==> src/rtl/router_pkg.sv <==
// Shared types and defaults for the output-port arbiter slice.
// Packet locking is compiled in only when the PKT_LOCK_EN macro is defined.
package router_pkg;

   localparam int unsigned DEF_NREQ    = 4;
   localparam int unsigned DEF_DASIZE  = 10;
   localparam int unsigned DEF_BUFSIZE = 4;
   localparam int unsigned TAIL_BIT    = DEF_DASIZE - 1;

   typedef enum logic {
      IDLE = 1'b0,
      LOCK = 1'b1
   } arb_state_t;

   // Round-robin successor of idx among n requesters.
   function automatic int unsigned rr_next(input int unsigned idx, input int unsigned n);
      return (idx + 1 >= n) ? 0 : idx + 1;
   endfunction

endpackage

==> src/rtl/rr_picker.sv <==
// Combinational round-robin picker: first eligible requester at or after rr_ptr.
module rr_picker
   import router_pkg::*;
#(
   parameter  int unsigned NREQ = DEF_NREQ,
   localparam int unsigned IW   = (NREQ > 1) ? $clog2(NREQ) : 1
) (
   input  logic [NREQ-1:0] eligible,
   input  logic [IW-1:0]   rr_ptr,
   output logic            grant_valid,
   output logic [IW-1:0]   grant_idx
);

   // rr_ptr is always below NREQ, so one subtraction wraps the search slot.
   function automatic logic [IW-1:0] slot(input logic [IW-1:0] base, input int unsigned k);
      int unsigned s;
      s = 32'(base) + k;
      if (s >= NREQ) s = s - NREQ;
      return IW'(s);
   endfunction

   always_comb begin
      grant_valid = 1'b0;
      grant_idx   = rr_ptr;
      for (int unsigned k = 0; k < NREQ; k++) begin
         if (!grant_valid && eligible[slot(rr_ptr, k)]) begin
            grant_valid = 1'b1;
            grant_idx   = slot(rr_ptr, k);
         end
      end
   end

endmodule

==> src/rtl/output_port_arbiter.sv <==
// Credit-based round-robin arbiter feeding one output port from NREQ input FIFOs.
// Define PKT_LOCK_EN for wormhole packet locking; otherwise arbitration is per flit.
module output_port_arbiter
   import router_pkg::*;
#(
   parameter  int unsigned NREQ    = DEF_NREQ,
   parameter  int unsigned DASize  = DEF_DASIZE,
   parameter  int unsigned BUFSize = DEF_BUFSIZE,
   localparam int unsigned IW      = (NREQ > 1) ? $clog2(NREQ) : 1,
   localparam int unsigned CW      = $clog2(BUFSize + 1)
) (
   input  logic                   clk,
   input  logic                   rst,
   input  logic [NREQ-1:0]        req_empty,
   input  logic [NREQ*DASize-1:0] req_data,
   output logic [NREQ-1:0]        read_en,
   output logic [DASize-1:0]      out_data,
   output logic                   out_valid,
   input  logic                   credit_return,
   output logic [IW-1:0]          grant_id
);

`ifdef PKT_LOCK_EN
   localparam bit LOCK_EN = 1'b1;
`else
   localparam bit LOCK_EN = 1'b0;
`endif

   localparam int unsigned   TAIL       = DASize - 1;
   localparam logic [CW-1:0] CREDIT_MAX = CW'(BUFSize);

   arb_state_t          state, state_nxt;
   logic [IW-1:0]       rr_ptr, rr_ptr_nxt;
   logic [IW-1:0]       grant_nxt, issue_idx, rd_idx, grant_idx;
   logic [CW-1:0]       credits, credits_nxt;
   logic [NREQ-1:0]     eligible;
   logic                grant_valid, issue, tail_seen;
   logic [DASize-1:0]   flit [NREQ];

   for (genvar g = 0; g < NREQ; g++) begin : g_flit
      assign flit[g] = req_data[g*DASize +: DASize];
   end

   assign eligible = (credits != '0) ? ~req_empty : '0;

   rr_picker #(.NREQ(NREQ)) u_picker (
      .eligible    (eligible),
      .rr_ptr      (rr_ptr),
      .grant_valid (grant_valid),
      .grant_idx   (grant_idx)
   );

   // Flit arrives straight from the FIFO read port the cycle after its read strobe.
   assign out_data  = out_valid ? flit[rd_idx] : '0;
   assign tail_seen = out_valid & out_data[TAIL];

   always_comb begin
      state_nxt  = state;
      rr_ptr_nxt = rr_ptr;
      grant_nxt  = grant_id;
      issue      = 1'b0;
      issue_idx  = grant_id;
      read_en    = '0;
      if (!rst) begin
         if (LOCK_EN && state == LOCK) begin
            // Tail cycle releases the lock and leaves a single bubble.
            if (tail_seen)
               state_nxt = IDLE;
            else if (eligible[grant_id])
               issue = 1'b1;
         end else if (grant_valid) begin
            issue      = 1'b1;
            issue_idx  = grant_idx;
            grant_nxt  = grant_idx;
            rr_ptr_nxt = IW'(rr_next(32'(grant_idx), NREQ));
            if (LOCK_EN) state_nxt = LOCK;
         end
      end
      if (issue) read_en[issue_idx] = 1'b1;
   end

   // A read and a returning credit in the same cycle cancel out.
   always_comb begin
      credits_nxt = credits;
      if (issue && !credit_return)
         credits_nxt = credits - CW'(1);
      else if (!issue && credit_return && credits != CREDIT_MAX)
         credits_nxt = credits + CW'(1);
   end

   always_ff @(posedge clk) begin
      if (rst) begin
         state     <= IDLE;
         rr_ptr    <= '0;
         grant_id  <= '0;
         credits   <= CREDIT_MAX;
         out_valid <= 1'b0;
         rd_idx    <= '0;
      end else begin
         state     <= state_nxt;
         rr_ptr    <= rr_ptr_nxt;
         grant_id  <= grant_nxt;
         credits   <= credits_nxt;
         out_valid <= issue;
         rd_idx    <= issue_idx;
      end
   end

endmodule

==> config.mk <==
export PLATFORM = sky130hd
export DESIGN_NAME = output_port_arbiter
export DESIGN_NICKNAME = d
export VERILOG_FILES = /design/src/rtl/router_pkg.sv /design/src/rtl/rr_picker.sv /design/src/rtl/output_port_arbiter.sv
export SDC_FILE = /design/constraint.sdc
export NUM_CORES = 1
export LEC_CHECK = 0
export CORE_MARGIN = 2
export CORE_UTILIZATION = 31
export CTS_CLUSTER_SIZE = 16
export DETAILED_ROUTE_END_ITERATION = 10
export PLACE_DENSITY = 0.75
export SYNTH_ARGS = -nofsm -noshare
export SYNTH_HDL_FRONTEND = slang
export SYNTH_SLANG_ARGS = --single-unit
==> constraint.sdc <==
create_clock -name clk -period 2.82 [get_ports clk]
set_clock_uncertainty 0.15 [all_clocks]
set_input_delay 0.846 -clock clk [delete_from_list [all_inputs] [get_ports clk]]
set_output_delay 0.846 -clock clk [all_outputs]
set_load 0.05 [all_outputs]
==> qor.yml <==
syn_area_per_cell_sq_um: 8.892
synth.yosys.seq_area_share_pct: 21.86
final_cell_area_sq_mm: 0.002029
worstHoldStart: "credits[2]"
grt_max_degree: 11
vdd_drop_max_mv: 0.4142
cts.sinks: 10
insertedDiodeCount: 0
totalWireLength_mm: 3.594
yosysTopAreaCell: "mux4_2"
finalHoldViolCount: 0
ctsHoldBuffers: 0
cts_tree: "done"
syn-cell-area_sq_um: 915.9
cp-startpoint: "req_empty[2]"
area_growth_pct: 121.6
port_buffers: 63
total_power_mw: 1.142
status: "finished with violations"
max-slew-margin-rel_pct: 66.13
grt_pass1_vias: 1215
hpwlAfterDp_mm: 2.676
dr.pass1.iters: 4
grt_first_pass_wirelength_mm: 5.651
rsz0062_at_grt: "true"
slowest_stage: "or3_4"
io_pins: 64
slowest_delay_ns: 0.37
synth_seq_cells: 10
grt_usage_pct: 21.44
syn_nets: 151
critical_path_class: "in -> out"
comb_power_share_pct: 69.7
netlist.area_leader.share_pct: 24.59
start_util_pct: 32.93
die_w_microns: 58.36
critPathCaptureType: "output pin"
switching_share_pct: 41.86
drc: 0
p_int_uw: 664.1
p_switching_uw: 478.2
drt-initial-drc-count: 48
p_clk_share_pct: 11.7
yosys_warnings: 0
vias_per_cell: 5.381
fin_nets: 244
core_area_sq_mm: 0.002781
clk_pin_slew_ns: 0.07
period_needed_ns: 3.170
rows: 19
dr_total_vias: 1216
slew_viol_final: 0
drtAntennaViolNets: 0
grt_antenna_before_repair: 0
failed_checks: "setup timing"
yosys-top-cells-area: "mux4_2, dfxtp_1, and2_1, nor2_1, a21oi_1"
h-tree-depth: 1
min_path_type: "reg -> reg"
cp.required_ns: 1.82
layout.cells.most_common: "clkdlybuf4s15_1"
gp_congestion: 0.8460
worstReg2RegStart: "credits[0]"
num-fill-cells: 212
worstPathMaxFanout: 4
max_cap_viol_count: 0
p_leak_nw: 0.8610
setup_viol: 4
clock-root-buffer: "clkbuf_4"
final_cell_mix: "clkdlybuf4s15_1, buf_4, and2_4, buf_8"
seqPwrFrac_pct: 18.6
cts_buffer_depth: 2
placed_cell_area_sq_mm: 0.001755
tightest_slew_ns: 0.5065
setup_tns_ns: -1.121
dieArea_sq_mm: 0.003405
worstSkewPairLatency_ns: 0.27
cts_buffers: 3
timing.fmax_mhz: 315.4
crit_arrival_ns: 2.17
syn-instance-count: 103
final.setup.worst_slack_ns: -0.3502
wire_per_inst_microns: 15.90
critPathBufInv: 3
critPathLaunchType: "primary input"
crit_family: "simple AND/OR/NAND/NOR gates"
overflow: 0
ys_types: 36
fin_crit_sh_pct: 112.4
powerDensity_mw_per_mm2: 562.9
layout-drive-gt1-share_pct: 47.69
fp.dieH_microns: 58.36
crit_chain: "buf_8 -> buf_4 -> nand2_2 -> o32ai_2 -> a211o_1 -> or3_4 -> nor2_4 -> buf_12"
cell usage after synthesis:
cell      instances
mux2i_1           1
a21oi_1           6
nand2b_1          1
inv_1             4
and2_1           11
a22o_1            1
a221oi_1          1
a21boi_0          1
o21bai_1          1
a311oi_1          1
o32ai_1           2
o21ai_0           1
buf_1             1
a31oi_1           1
a21o_1            2
or3_1             3
o31a_1            1
buf_6             1
buf_2             1
nor2_1           14
o2111a_1          1
o21a_1            1
clkbuf_1          1
nand4_1           1
nand2_1           8
xnor2_1           1
o211ai_1          1
nand3_1           1
a211o_1           1
dfxtp_1          10
a211oi_1          3
nor2b_1           4
inv_2             1
nor3_1            3
mux4_2           10
fa_1              1
sequential cells by signal, summed over array words and instances, names as in the netlist:
register	count
credits	3
grant_id	2
out_valid	1
rd_idx	2
rr_ptr	2
power by group through the flow:
stage | logic (mW) | clock network, mW | registers, mW
2_1_floorplan | 0.413 | 0 | 0.223
3_3_place_gp | 0.657 | 0 | 0.213
3_5_place_dp | 0.676 | 0 | 0.214
4_1_cts | 0.750 | 0.133 | 0.212
5_1_grt | 0.846 | 0.143 | 0.218
6_report | 0.796 | 0.134 | 0.213
worst paths after layout:
check	to	slack, ns	cells past startpoint
setup / recovery	read_en[2]	-0.35	8
hold / removal	credits[2]	0.37	1
setup reg to reg	credits[2]	0.46	9
hold reg to reg	credits[2]	0.37	1
cells by family after synthesis:
| family | Yosys count | synth area share [%] |
|---|---|---|
| buf+inv | 9 | 4.643 |
| compound gates | 25 | 19.81 |
| simple gates | 46 | 24.86 |
| flops | 10 | 21.86 |
| mux | 11 | 25.68 |
| xor+xnor | 1 | 0.9565 |
| fa+ha+maj | 1 | 2.186 |
area by class of cell:
class	count	area, sq um	area share (%)
Clock buffer	4	36.28	1.788
Inverter	5	18.77	0.9248
Tap cell	31	38.79	1.911
Timing Repair Buffer	92	930.9	45.87
Sequential cell	10	200.2	9.864
Multi-Input combinational cell	84	804.5	39.64
per-layer routing:
layer	GRT usage, %	vias to the layer above	wire, microns
met5	0	-	0
met4	1.993	0	10
met3	4.396	2	396
met2	41.57	64	1834
met1	24.76	578	1353
li1	-	572	-
per-stage QoR:
step / util (%) / setup WS [ns] / instances / hold slack [ns]
CTS: 69.55 / -0.4078 / 220 / 0.3707
global route: 72.96 / -0.4069 / 226 / 0.3984
global placement: 63.11 / -0.7668 / 210 / 0.3511
floorplan: - / -0.2923 / 103 / 0.3237
finish: 72.96 / -0.3502 / 226 / 0.3679
detailed placement: 63.11 / -0.8130 / 210 / 0.3501
what timing repair did:
| item | 4_1_cts | 5_1_grt |
|---|---|---|
| gates resized for setup | 111 | 31 |
| setup endpoints to repair | 16 | 14 |
| setup buffers | 6 | 6 |
| pin swaps | 16 | 8 |
Note: power is estimated with default switching activity, not from simulation.
